==> src/rtl/button_event_reader_pkg.sv <==
// Shared constants, event kind encoding and sizing helper for the button event reader.
// Board timing defaults: a 12 MHz clock and a 10 ms debounce window.
package button_event_reader_pkg;

  localparam int CLK_HZ                = 12_000_000;
  localparam int DEBOUNCE_MS           = 10;
  localparam bit BTN_ACTIVE_LOW        = 1'b1;
  localparam int DEFAULT_STABLE_CYCLES = (CLK_HZ / 1000) * DEBOUNCE_MS;

  typedef enum logic {
    EVT_RELEASE = 1'b0,
    EVT_PRESS   = 1'b1
  } evt_kind_e;

  // The event id is never narrower than one bit, even for a single button.
  function automatic int id_width(input int n);
    return (n <= 2) ? 1 : $clog2(n);
  endfunction

endpackage

==> src/rtl/button_event_reader_if.sv <==
// Valid/ready event stream carrying a button index and a press/release flag.
// The producer drives the master modport, the consumer the slave modport.
interface button_event_reader_if #(
  parameter int ID_W = 2
) ();

  logic            evt_valid;
  logic            evt_ready;
  logic [ID_W-1:0] evt_id;
  logic            evt_press;

  modport master (output evt_valid, output evt_id, output evt_press, input evt_ready);
  modport slave  (input evt_valid, input evt_id, input evt_press, output evt_ready);

endinterface

==> src/rtl/btn_debounce_ch.sv <==
// One button channel: polarity fix, 2-flop synchroniser, stability counter and
// debounced level, plus combinational rise/fall pulses on the edge the level changes.
module btn_debounce_ch #(
  parameter int STABLE_CYCLES = 4,
  parameter bit ACTIVE_LOW    = 1'b1
) (
  input  logic clki,
  input  logic reset,
  input  logic i_raw,
  output logic o_state,
  output logic o_rise,
  output logic o_fall
);

  localparam int CNT_W = $clog2(STABLE_CYCLES);

  logic             w_pressed;
  logic             r_sync1;
  logic             r_sync2;
  logic             r_state;
  logic [CNT_W-1:0] r_cnt;
  logic             w_diff;
  logic             w_done;

  // Polarity is normalised before the synchroniser so reset can load "released" as 0.
  assign w_pressed = i_raw ^ ACTIVE_LOW;
  assign w_diff    = (r_sync2 != r_state);
  assign w_done    = w_diff && (r_cnt == CNT_W'(STABLE_CYCLES - 1));

  always_ff @(posedge clki) begin
    if (reset) begin
      r_sync1 <= 1'b0;
      r_sync2 <= 1'b0;
      r_state <= 1'b0;
      r_cnt   <= '0;
    end else begin
      r_sync1 <= w_pressed;
      r_sync2 <= r_sync1;
      if (!w_diff) begin
        r_cnt <= '0;
      end else if (w_done) begin
        r_cnt   <= '0;
        r_state <= r_sync2;
      end else begin
        r_cnt <= r_cnt + 1'b1;
      end
    end
  end

  assign o_state = r_state;
  assign o_rise  = w_done &  r_sync2;
  assign o_fall  = w_done & ~r_sync2;

endmodule

==> src/rtl/button_event_reader.sv <==
// Debounces N_BTN buttons and emits one press/release event per debounced edge
// over a valid/ready stream, with per-channel pending bits and a sticky overflow flag.
module button_event_reader
  import button_event_reader_pkg::*;
#(
  parameter int N_BTN         = 4,
  parameter int STABLE_CYCLES = DEFAULT_STABLE_CYCLES,
  parameter bit ACTIVE_LOW    = BTN_ACTIVE_LOW
) (
  input  logic                  clki,
  input  logic                  reset,
  input  logic [N_BTN-1:0]      btn_raw,
  output logic [N_BTN-1:0]      btn_state,
  output logic                  overflow,
  button_event_reader_if.master evt
);

  localparam int ID_W = id_width(N_BTN);

  logic [N_BTN-1:0] w_state;
  logic [N_BTN-1:0] w_rise;
  logic [N_BTN-1:0] w_fall;
  logic [N_BTN-1:0] r_pend_press;
  logic [N_BTN-1:0] r_pend_rel;
  logic [N_BTN-1:0] w_cons_press;
  logic [N_BTN-1:0] w_cons_rel;
  logic [N_BTN-1:0] w_pend_press_next;
  logic [N_BTN-1:0] w_pend_rel_next;
  logic             w_lost;

  logic             w_found;
  logic [ID_W-1:0]  w_sel_id;
  evt_kind_e        w_sel_kind;
  logic             w_load;

  logic             r_evt_valid;
  logic [ID_W-1:0]  r_evt_id;
  evt_kind_e        r_evt_kind;
  logic             r_overflow;

  genvar gi;
  generate
    for (gi = 0; gi < N_BTN; gi++) begin : g_ch
      btn_debounce_ch #(
        .STABLE_CYCLES (STABLE_CYCLES),
        .ACTIVE_LOW    (ACTIVE_LOW)
      ) u_ch (
        .clki    (clki),
        .reset   (reset),
        .i_raw   (btn_raw[gi]),
        .o_state (w_state[gi]),
        .o_rise  (w_rise[gi]),
        .o_fall  (w_fall[gi])
      );

      assign w_cons_press[gi] = w_load && w_found && (w_sel_id == ID_W'(gi)) &&
                                (w_sel_kind == EVT_PRESS);
      assign w_cons_rel[gi]   = w_load && w_found && (w_sel_id == ID_W'(gi)) &&
                                (w_sel_kind == EVT_RELEASE);
    end
  endgenerate

  // Lowest index wins; within a channel a pending press is served before a release.
  always_comb begin
    w_found    = 1'b0;
    w_sel_id   = '0;
    w_sel_kind = EVT_RELEASE;
    for (int i = N_BTN - 1; i >= 0; i--) begin
      if (r_pend_press[i] || r_pend_rel[i]) begin
        w_found    = 1'b1;
        w_sel_id   = ID_W'(i);
        w_sel_kind = r_pend_press[i] ? EVT_PRESS : EVT_RELEASE;
      end
    end
  end

  assign w_load = !r_evt_valid || evt.evt_ready;

  // A bit consumed and re-set on the same edge is a fresh event, not a lost one.
  assign w_pend_press_next = (r_pend_press & ~w_cons_press) | w_rise;
  assign w_pend_rel_next   = (r_pend_rel   & ~w_cons_rel)   | w_fall;
  assign w_lost = |((w_rise & r_pend_press & ~w_cons_press) |
                    (w_fall & r_pend_rel   & ~w_cons_rel));

  always_ff @(posedge clki) begin
    if (reset) begin
      r_pend_press <= '0;
      r_pend_rel   <= '0;
      r_evt_valid  <= 1'b0;
      r_evt_id     <= '0;
      r_evt_kind   <= EVT_RELEASE;
      r_overflow   <= 1'b0;
    end else begin
      r_pend_press <= w_pend_press_next;
      r_pend_rel   <= w_pend_rel_next;
      if (w_lost) begin
        r_overflow <= 1'b1;
      end
      if (w_load) begin
        r_evt_valid <= w_found;
        if (w_found) begin
          r_evt_id   <= w_sel_id;
          r_evt_kind <= w_sel_kind;
        end
      end
    end
  end

  assign btn_state     = w_state;
  assign overflow      = r_overflow;
  assign evt.evt_valid = r_evt_valid;
  assign evt.evt_id    = r_evt_id;
  assign evt.evt_press = r_evt_kind;

endmodule

==> src/flat_wrapper.sv <==
// flat-port wrapper written by rule: the top's interface ports become plain ports
module button_event_reader_flat import button_event_reader_pkg::*;
#(
  parameter int N_BTN         = 4,
  parameter int STABLE_CYCLES = DEFAULT_STABLE_CYCLES,
  parameter bit ACTIVE_LOW    = BTN_ACTIVE_LOW
)
  (clki, reset, btn_raw, btn_state, overflow, evt_evt_valid, evt_evt_id, evt_evt_press, evt_evt_ready);
  button_event_reader_if #(.ID_W(2)) evt_i ();
  input  logic clki;
  input  logic reset;
  input  logic [N_BTN-1:0] btn_raw;
  output logic [N_BTN-1:0] btn_state;
  output logic overflow;
  output wire logic [$bits(evt_i.evt_valid)-1:0] evt_evt_valid;
  output wire logic [$bits(evt_i.evt_id)-1:0] evt_evt_id;
  output wire logic [$bits(evt_i.evt_press)-1:0] evt_evt_press;
  input wire logic [$bits(evt_i.evt_ready)-1:0] evt_evt_ready;
  assign evt_evt_valid = evt_i.evt_valid;
  assign evt_evt_id = evt_i.evt_id;
  assign evt_evt_press = evt_i.evt_press;
  assign evt_i.evt_ready = evt_evt_ready;
  button_event_reader #(.N_BTN(N_BTN), .STABLE_CYCLES(STABLE_CYCLES), .ACTIVE_LOW(ACTIVE_LOW)) u_core (.clki(clki), .reset(reset), .btn_raw(btn_raw), .btn_state(btn_state), .overflow(overflow), .evt(evt_i));
endmodule
==> config.mk <==
export PLATFORM = sky130hd
export DESIGN_NAME = button_event_reader_flat
export DESIGN_NICKNAME = d
export VERILOG_FILES = /design/src/rtl/button_event_reader_pkg.sv /design/src/rtl/button_event_reader_if.sv /design/src/rtl/btn_debounce_ch.sv /design/src/rtl/button_event_reader.sv /design/src/flat_wrapper.sv
export SDC_FILE = /design/constraint.sdc
export NUM_CORES = 1
export LEC_CHECK = 0
export ABC_AREA = 1
export BUFFER_PORTS_ARGS = -buffer_cell sky130_fd_sc_hd__buf_2
export CAP_MARGIN = 40
export CORE_MARGIN = 5
export CORE_UTILIZATION = 55
export DETAILED_ROUTE_END_ITERATION = 16
export PLACE_DENSITY = 0.83
export SLEW_MARGIN = 15
export SYNTH_ARGS = -nofsm -noshare
export SYNTH_HDL_FRONTEND = slang
export SYNTH_SLANG_ARGS = --single-unit
==> constraint.sdc <==
create_clock -name clki -period 1.4 [get_ports clki]
set_input_delay 0.14 -clock clki [delete_from_list [all_inputs] [get_ports clki]]
set_output_delay 0.14 -clock clki [all_outputs]
set_load 0.02 [all_outputs]
==> results of run 1 <==
how the worst min path moves through the flow:
stage             startpoint                           to  slack (ns)  depth (start not counted)
2_1_floorplan     btn_raw[0]  u_core.g_ch[0].u_ch.r_sync1        0.21                          1
3_3_place_gp      btn_raw[1]  u_core.g_ch[1].u_ch.r_sync1        0.30                          2
3_5_place_dp      btn_raw[2]  u_core.g_ch[2].u_ch.r_sync1        0.30                          2
4_1_cts        evt_evt_ready         u_core.evt.evt_valid        0.18                          4
5_1_grt                reset       u_core.r_pend_press[2]        0.24                          3
6_report               reset  u_core.g_ch[0].u_ch.r_sync2        0.23                          3
per-stage QoR:
step / util (%) / instance area [um^2]
finish: 84.4 / 6520
detailed placement: 65.7 / 5080
floorplan: - / 4430
CTS: 74.4 / 5750
global route: 84.4 / 6520
global placement: 65.7 / 5080
per-layer routing:
| metal | vias up | routed length (um) | share of wire [%] | global-route usage (%) |
|---|---|---|---|---|
| met5 | - | 0 | 0 | 0 |
| met4 | 0 | 650 | 4.6 | 11.4 |
| met3 | 63 | 864 | 6.1 | 5.19 |
| met2 | 240 | 7450 | 52 | 42.9 |
| met1 | 2159 | 5240 | 37 | 24.2 |
| li1 | 2076 | - | - | - |
sequential cells by signal, summed over array words and instances, names as in the netlist:
name / flops
u_core.r_pend_press: 4
u_core.g_ch.u_ch.o_state: 4
u_core.g_ch.u_ch.r_cnt: 68
u_core.evt.evt_id: 2
u_core.r_pend_rel: 4
u_core.evt.evt_press: 1
u_core.evt.evt_valid: 1
u_core.g_ch.u_ch.r_sync1: 4
u_core.g_ch.u_ch.r_sync2: 4
u_core.overflow: 1
what timing repair did:
item | 4_1_cts | 5_1_grt
resized for setup | 67 | 153
hold endpoints to repair | 4 | 0
setup endpoints to repair | 65 | 83
pin swaps | 18 | 38
hold buffers | 4 | 0
setup buffers | 20 | 26
cloned | 1 | 3
cells by family after synthesis:
logic type | count (synthesis) | synth area share (%)
compound gates | 47 | 6.06
xor+xnor | 24 | 4.81
fa+ha+maj | 4 | 1.14
buf+inv | 88 | 8.21
flops | 93 | 42.6
simple gates | 323 | 37.2
area by class of cell:
class                   instances  area, um^2
multi-input cells             398        2860
fillers                       357        1200
clock inverters                 7        72.6
well taps                     102         128
clock buffers                   9         124
inverters                      78         293
flip-flops and latches         93        1940
repair buffers                126        1110
worst register-to-register path, stage by stage (launching register included):
cell and delay [ns]:
dfxtp_2 0.35, inv_1 0.08, nand2_1 0.11, nor2_2 0.18, nand3_2 0.14, nor2_2 0.16
nand3_1 0.14, nand3_1 0.12, nand2_1 0.07, nor2_1 0.11, a21oi_1 0.07
cells in the final DEF (no fill, tap or decap), types with 7 or more instances in the layout:
cell      count
buf_4        83
nand2_1      80
inv_1        66
nor2_1       56
dfxtp_1      54
nor2_2       36
nand2_2      29
dfxtp_2      29
nor2_4       28
xor2_1       17
a21oi_2      16
buf_2        15
buf_6        15
nand3_1      14
a21oi_1      13
nor3b_2      11
inv_2        11
nand2_4      10
nand4_1      10
dfxtp_4      10
nor3_2        9
clkbuf_8      9
nand3_4       8
nand3_2       7
o21a_1        7
power by group:
group	internal, mW	total [mW]	switching, mW
registers	2.64	2.65	0.0112
logic	0.0783	0.165	0.0869
clock network	0.833	1.89	1.06
==> impl_results.md, run 1 <==
* Status: finished, violations left
* Violated checks: setup timing
* Pre-CTS WS at -0.196 ns
* Port Buffers at 15
* Vias in the first global route at 4,309
* CP Capture Type: flop
* Hold WC Path Type: input port to flop
* Final Cycle Share at 118%
* DR vias at 4,538
* Worst setup path startpoint: u_core.r_pend_press[0]
* CP delay by family, top: simple AND/OR/NAND/NOR gates
* Layout cells sized above 1 at 51.3%
* Critical path depth at 10
* Buffers plus inverters on the worst setup path at 1
* Syn Area/Cell at 7.55 um^2
* Synthesis-to-finish area growth at 49.1%
* Initial DRC Count at 288
* Pin count of the biggest net entering global routing at 23
* Overall Power at 4.71 mW
* Req. time, crit path at 1.67 ns
* Clock transition at the registers of the reported paths at 0.11 ns
* Final Skew at 0.0173 ns
* Die height at 99.2 um
* Most frequent cells after synthesis: 105 x nand2_1, 93 x dfxtp_1, 91 x nor2_1
* Yosys cell types at 34
* Fin crit period at 1.65 ns
* WL/cell at 17.5 um
* WHS at 0.230 ns
* Register area share after synthesis at 42.6%
* DRT antenna net count at 0
* Nets at 717
* PD cells at 722 nW/um^2
* Slowest cell on crit path: dfxtp_2
* Critical Path Source Type: flop
* Seq cells post-synth at 93
* Max Fanout on Critical Path at 3
* # clock sinks at 93
* Ys flop type: dfxtp_1
* Placed cells at 748
* Starting Density at 56.6%
* Max-cap viol count at 0
* Setup_tns at -6.65 ns
* Max_slew headroom at 66.3%
* Leak at 2.59 nW
* Area of the core at 7730 um^2
* R2R Path End: u_core.overflow
* Cell with the most instances after synthesis: nand2_1
* Yosys top cell area share at 42.6%
* Finish-stage setup viols at 79
* Post-synth top area cell: dfxtp_1
* Total CTS buffers at 9
* Worst-Skew Late Latency at 0.38 ns
* Synth Cell Area at 4370 um^2
* GRT Util Overall at 23.0%
* Crit Path Category: flop to flop
* Post-synth ARST share at 0%
* Chip width at 99.2 um
* Antenna violations before repair at 0
* R2R depth at 10
* Layout Cells excl Fill at 813
* IO Count at 16
* CTS tree: yes
* Final Hold Fails at 0
* CP Cell Sequence: inv_1 > nand2_1 > nor2_2 > nand3_2 > nor2_2 > nand3_1 > nand3_1 > nand2_1 > nor2_1 > a21oi_1
* FF-to-FF Start: u_core.r_pend_press[0]
* Arr. time, crit path at 1.92 ns
* FF-to-FF setup slack at -0.25 ns
* CTS HTree Levels at 3
* Final HPWL DP at 6700 um
* Number of cell rows at 32
* Most area-consuming cells after synthesis: dfxtp_1 43%, nand2_1 9.0%, nor2_1 7.8%
* DRC at 0
* DR pass1 iterations at 5
* Actual slew at the worst max-slew pin at 0.503 ns
* First-pass GRT wire length at 18,800 um
* F_max at 0.606 GHz
* VDD IR-drop max at 0.000554 V
* Final worst-path setup slack at -0.250 ns
* Final slew viol count at 0
* Post-Synthesis Cells at 579
* CP max stage delay at 0.35 ns
* N_diodes at 0
* Unrepaired setup endpoints after global routing: yes
* Full die area at 9840 um^2
* CP Capture Point: u_core.overflow
* Post-synth EDFFs at 0
* Via density at 5.58
* Syn Nets at 590
* Routed WL at 14,200 um
* Ys Warns at 0
* Gr ovfl total at 0
* Clock buffer depth at 2
* Root Buffer: clkbuf_8
* Placer Congestion at 0.906
Power figures use the tool's default switching activity.
==> inputs of run 2 (changes only) <==
--- a/config.mk
+++ b/config.mk
@@ -9,10 +9,11 @@
 export BUFFER_PORTS_ARGS = -buffer_cell sky130_fd_sc_hd__buf_2
 export CAP_MARGIN = 40
 export CORE_MARGIN = 5
-export CORE_UTILIZATION = 55
+export CORE_UTILIZATION = 56
 export DETAILED_ROUTE_END_ITERATION = 16
-export PLACE_DENSITY = 0.83
+export PLACE_DENSITY = 0.84
 export SLEW_MARGIN = 15
 export SYNTH_ARGS = -nofsm -noshare
 export SYNTH_HDL_FRONTEND = slang
+export SYNTH_HIERARCHICAL = 1
 export SYNTH_SLANG_ARGS = --single-unit
==> run 2 against run 1 <==
Effect of this change: the run still ends with setup timing left; hold slack worse by 0.078 ns; synthesized cell count is 32% higher; register-to-register slack better by 0.11 ns; first-iteration DRC count is 19% higher; largest cell class unchanged; clock power is 8% lower; area after synthesis is 18% higher; clock-buffer cell count is 1 higher; highest routed layer unchanged; sequential power hardly changed; die area is 14% higher; total power is 3.6% lower.
==> impl_results.md, run 2 <==
* # clock sinks at 93
* Most frequent cells in the layout: 178 x nand2_1, 129 x nor2_1, 103 x inv_1
* Arr. time, crit path at 1.83 ns
* Top reg by flops: u_core/g_ch.u_ch/r_cnt
* Number of cell rows at 35
* Full die area at 11,200 um^2
* CTS HTree Levels at 3
* Pin count of the biggest net entering global routing at 18
* Total CTS buffers at 9
* Req. time, crit path at 1.69 ns
* CP max stage delay at 0.36 ns
* Starting Density at 56.4%
* Layout Cells excl Fill at 990
* Design Area, Final at 6550 um^2
* DRC at 0
* Area of the core at 9110 um^2
* Final HPWL DP at 8020 um
* Ys flop type: dfxtp_1
* CP Cell Sequence: nor2_2 > nand2_1 > nor2_2 > nand3_4 > nor2_4 > inv_2 > nor2_2 > nor3_2 > nand2_2 > nor2_2 > a21oi_2
* Leak at 2.38 nW
* # fillers at 661
* Most area-consuming cells after synthesis: dfxtp_1 36%, nand2_1 14%, nor2_1 12%
* First-pass GRT wire length at 19,700 um
* Final Cycle Share at 110%
* GRT Util Overall at 20.9%
* Post-Synthesis Cells at 765
* Post-synth ARST share at 0%
* Critical Path Source Type: flop
* N_diodes at 0
* Sequential Area at 1920 um^2
* Syn Nets at 776
* Die height at 106 um
* Pint at 3.41 mW
* Synthesis-to-finish area growth at 27.5%
* Switching power at 1.12 mW
* Combinational Power Share at 3.3%
* Fin crit period at 1.54 ns
* Ys Warns at 6
* Hold WC Path Type: input port to flop
* Post-synth EDFFs at 0
* Commonest non-fill, non-tap cell in the layout: nand2_1
* Initial DRC Count at 343
* Max-cap viol count at 0
* Port Buffers at 15
* Layout cells sized above 1 at 34.0%
* DR vias at 5,226
* Critical Path Most Common Cell: nor2_2
* Final worst-path setup slack at -0.143 ns
* Post-synth top area cell: dfxtp_1
* DR pass1 iterations at 5
* Slowest cell on crit path: dfxtp_1
* IO Count at 16
* Worst-Skew Late Latency at 0.37 ns
* Max_slew headroom at 77.1%
* Routed WL at 13,500 um
* Setup_tns at -0.253 ns
* Final Skew at 0.0183 ns
* Antenna violations before repair at 0
* Cell with the most instances after synthesis: nand2_1
* Area of the multi-input gates at 3170 um^2
* CTS tree: yes
* Violated checks: setup timing
* CP Capture Type: flop
* Root Buffer: clkbuf_8
* Sw Share at 24.8%
* Syn Area/Cell at 6.72 um^2
* Yosys cell types at 24
* Max FFs per register at 68
* F_max at 0.648 GHz
* Sequential Power Share at 58.7%
* Actual slew at the worst max-slew pin at 0.342 ns
* Final Hold Fails at 0
* Yosys top cell area share at 36.2%
* Nets at 886
* Cell Area, Placed at 5880 um^2
* Clock power share at 38.1%
* Status: finished, violations left
* Chip width at 106 um
* WL/cell at 13.6 um
* Overall Power at 4.54 mW
* Max Fanout on Critical Path at 3
* Placer Congestion at 0.877
* Clock buffer depth at 2
* DRT antenna net count at 0
* Clock transition at the registers of the reported paths at 0.11 ns
* Synth Cell Area at 5140 um^2
* Unrepaired setup endpoints after global routing: yes
* Most frequent cells after synthesis: 190 x nand2_1, 168 x nor2_1, 106 x inv_1
* Final slew viol count at 0
* Register area share after synthesis at 36.2%
* Placed cells at 955
* Seq cells post-synth at 93
* PD cells at 692 nW/um^2
* Crit Path Category: flop to flop
* Via density at 5.28
* Gr ovfl total at 0
* VDD IR-drop max at 0.000539 V
* Finish-stage setup viols at 4
* Vias in the first global route at 4,580
## run 2: metal layers
| metal | track usage (%) | vias to the layer above | part of all wire [%] |
|---|---|---|---|
| met1 | 26.5 | 2421 | 42 |
| met4 | 6.38 | 0 | 2.8 |
| met5 | 0 | - | 0 |
| met2 | 36.6 | 198 | 50 |
| li1 | - | 2565 | - |
| met3 | 3.25 | 42 | 5.2 |
## run 2: cell type report
| cell class | count | share of cell area, % |
|---|---|---|
| multi-input combinational | 559 | 48.4 |
| sequential | 93 | 29.2 |
| timing repair buffer | 98 | 11.0 |
| inverter | 114 | 6.53 |
| tap | 111 | 2.12 |
| clock buffer | 10 | 2.10 |
| clock inverter | 5 | 0.649 |
## run 2: cells by family (layout without fill, tap and decap cells)
family                   after synthesis  after routing  synth area share, %
AO/OA/AOI/OAI                         16             16                 1.68
XOR/XNOR                              36             36                 6.13
adder cells (fa/ha/maj)                4              4                0.974
buffers and inverters                119            227                 9.95
flip-flops                            93             93                 36.2
AND/OR/NAND/NOR                      497            503                 45.0
## run 2: critical path, delay by kind of cell (launching register included)
| family | cells | cell delay [ns] |
|---|---|---|
| and+or+nand+nor | 9 | 0.92 |
| AOI/OAI and AO/OA | 1 | 0.12 |
| buffers and inverters | 1 | 0.05 |
| DFF | 1 | 0.36 |
## run 2: metrics by stage
stage | utilization [%] | hold slack, ns | worst slack, ns
after CTS | 67.9 | 0.132 | -0.0256
final | 72.0 | 0.152 | -0.143
after floorplan | - | 0.207 | -0.0255
after detailed placement | 64.6 | 0.292 | -0.0288
after global placement | 64.6 | 0.292 | 0.00605
after global routing | 72.0 | 0.159 | -0.233
## run 2: path summary, 6_finish.rpt
path / slack (ns) / to / cells after the start / startpoint
setup / recovery: -0.14 / u_core/overflow / 11 / u_core/g_ch[0].u_ch/r_cnt[8]
hold / removal: 0.15 / u_core/g_ch[2].u_ch/r_sync2 / 2 / reset
hold reg to reg: 0.41 / u_core/g_ch[0].u_ch/r_sync2 / 2 / u_core/g_ch[0].u_ch/r_sync1
setup reg to reg: -0.14 / u_core/overflow / 11 / u_core/g_ch[0].u_ch/r_cnt[8]
## run 2: timing repair
action,4_1_cts,5_1_grt
setup endpoints to repair,4,57
gates resized for setup,12,92
endpoints found under the hold margin,4,0
pin swaps,10,28
hold buffers,4,0
setup buffers,3,10
gates cloned,1,5
## run 2: power groups by stage
stage,clock [mW],sequential [mW],combinational [mW]
detailed placement,0,2.72,0.111
floorplan,0,2.73,0.0698
global placement,0,2.72,0.109
global route,1.87,2.66,0.162
finish,1.73,2.66,0.148
CTS,1.76,2.66,0.125
==> inputs of run 3 (changes only) <==
--- a/config.mk
+++ b/config.mk
@@ -8,11 +8,13 @@
 export ABC_AREA = 1
 export BUFFER_PORTS_ARGS = -buffer_cell sky130_fd_sc_hd__buf_2
 export CAP_MARGIN = 40
+export CELL_PAD_IN_SITES_DETAIL_PLACEMENT = 1
+export CELL_PAD_IN_SITES_GLOBAL_PLACEMENT = 1
 export CORE_MARGIN = 5
-export CORE_UTILIZATION = 56
+export CORE_UTILIZATION = 41
 export DETAILED_ROUTE_END_ITERATION = 16
 export PLACE_DENSITY = 0.84
-export SLEW_MARGIN = 15
+export SLEW_MARGIN = 25
 export SYNTH_ARGS = -nofsm -noshare
 export SYNTH_HDL_FRONTEND = slang
 export SYNTH_HIERARCHICAL = 1
==> run 3 against run 2 <==
Effect of this change: the run still ends with setup timing left; critical path depth up 1; clock skew down 0.012 ns; global-route usage grew 0.099 points; critical endpoint unchanged; highest routed layer unchanged.
==> impl_results.md, run 3 (same netlist as run 2, synthesis figures left out) <==
* Status: finished, violations left
* Violated checks: setup timing
* DRT antenna net count at 0
* Pint at 4.34 mW
* Final worst-path setup slack at -0.135 ns
* FF-to-FF Start: u_core/r_pend_press[3]
* Finish-stage setup viols at 7
* GRT Util Overall at 21.0%
* Die height at 122 um
* CTS HTree Levels at 3
* Crit Path Category: flop to flop
* Final Hold Fails at 0
* Total CTS buffers at 9
* Chip width at 122 um
* Slowest cell on crit path: dfxtp_4
* Sequential Power Share at 47.8%
* Port Buffers at 15
* Clock transition at the registers of the reported paths at 0.07 ns
* WL/cell at 15.9 um
* DR vias at 5,244
* Most frequent cells in the layout: 178 x nand2_1, 127 x nor2_1, 104 x inv_1
* Routed WL at 16,700 um
* Max FFs per register at 68
* Beginning of the worst hold path: reset
* Clock power share at 49.5%
* First-pass GRT wire length at 25,300 um
* Final Skew at 0.00675 ns
* Nets at 884
* Commonest non-fill, non-tap cell in the layout: nand2_1
* Combinational Power Share at 2.7%
* Area of the core at 12,500 um^2
* VDD IR-drop max at 0.000642 V
* Critical Path Most Common Cell: nand2_1
* Via density at 4.99
* N_diodes at 0
* PD cells at 818 nW/um^2
* Max Fanout on Critical Path at 5
* Layout Cells excl Fill at 1,050
* Final HPWL DP at 10,300 um
* Unrepaired setup endpoints after global routing: yes
* Number of cell rows at 41
* Worst-Skew Late Latency at 0.36 ns
* Antenna violations before repair at 0
* Pin count of the biggest net entering global routing at 18
* Placer Congestion at 0.871
* Max-cap viol count at 0
* Req. time, crit path at 1.65 ns
* Layout cells sized above 1 at 34.1%
* Design Area, Final at 6790 um^2
* Placed cells at 1,014
* Actual slew at the worst max-slew pin at 0.355 ns
* Pre-CTS WS at -0.105 ns
* Root Buffer: clkbuf_16
* Clock buffer depth at 2
* Hold WC Path Type: input port to flop
* CP Capture Type: flop
* Leak at 2.44 nW
* CP max stage delay at 0.36 ns
* Setup_tns at -0.342 ns
* Top reg by flops: u_core/g_ch.u_ch/r_cnt
* Initial DRC Count at 207
* F_max at 0.652 GHz
* IO Count at 16
* Cell Area, Placed at 5940 um^2
* # clock sinks at 93
* Gr ovfl total at 0
* Full die area at 14,900 um^2
* Vias in the first global route at 5,459
* Fin crit period at 1.53 ns
* DRC at 0
* # fillers at 1,610
* Synthesis-to-finish area growth at 32.1%
* Starting Density at 41.2%
* CTS tree: yes
* Switching power at 1.22 mW
* Final slew viol count at 0
* Max_slew headroom at 76.3%
* Critical Path Source Type: flop
* Arr. time, crit path at 1.79 ns
* Final Cycle Share at 110%
* Sw Share at 22.0%
* CP Cell Sequence: inv_1 > nand2_1 > nand2_1 > nand2_1 > nand2_2 > inv_1 > nor2_4 > nand2_1 > nand2_1 > nand2_1 > nor2_1 > a21oi_1
* DR pass1 iterations at 4
* Worst setup path startpoint: u_core/r_pend_press[3]
[run 3: power groups by stage]
stage / registers [mW] / clock network, mW / logic, mW
2_1_floorplan: 2.73 / 0 / 0.0698
3_5_place_dp: 2.72 / 0 / 0.110
5_1_grt: 2.66 / 2.90 / 0.159
4_1_cts: 2.66 / 2.80 / 0.125
6_report: 2.66 / 2.75 / 0.148
3_3_place_gp: 2.72 / 0 / 0.104
[run 3: worst max-delay path, delay by kind of cell (launching register included)]
family / cells / cell delay, ns
AOI/OAI and AO/OA: 1 / 0.07
buffers and inverters: 2 / 0.16
DFF: 1 / 0.36
and+or+nand+nor: 9 / 0.82
[run 3: final timing paths]
| kind | to | slack (ns) | cells after the start |
|---|---|---|---|
| hold / removal | u_core/g_ch[0].u_ch/r_sync1 | 0.15 | 2 |
| setup reg to reg | u_core/overflow | -0.13 | 12 |
| hold reg to reg | u_core/g_ch[3].u_ch/r_sync2 | 0.41 | 2 |
| setup / recovery | u_core/overflow | -0.13 | 12 |
[run 3: area by class of cell]
cell class | instances | area, um^2 | share of cell area (%)
Clock inverter | 2 | 37.5 | 0.552
Sequential cell | 93 | 1920 | 28.3
Clock buffer | 14 | 295 | 4.35
Tap cell | 172 | 215 | 3.17
Timing Repair Buffer | 96 | 717 | 10.6
Multi-Input combinational cell | 559 | 3180 | 46.8
Inverter | 114 | 428 | 6.30
[run 3: per-stage QoR]
stage	utilization, %	hold slack [ns]	total power, mW
finish	54.5	0.153	5.56
global route	54.5	0.185	5.72
CTS	51.5	0.141	5.59
detailed placement	47.7	0.298	2.83
global placement	47.7	0.292	2.83
floorplan	-	0.207	2.80
[run 3: timing repair]
item / CTS / global route
setup endpoints to repair: 24 / 57
hold buffers: 4 / 0
gates cloned: 1 / 5
buffers inserted: 2 / 9
pin swaps: 8 / 39
gates resized for setup: 24 / 83
endpoints found under the hold margin: 4 / 0
[run 3: routing by layer]
metal	vias to the layer above	track usage, %	wire, um
met5	-	0	0
met4	0	8.89	418
met3	33	3.02	454
met2	83	39.3	8990
met1	2567	23.7	6870
li1	2561	-	-
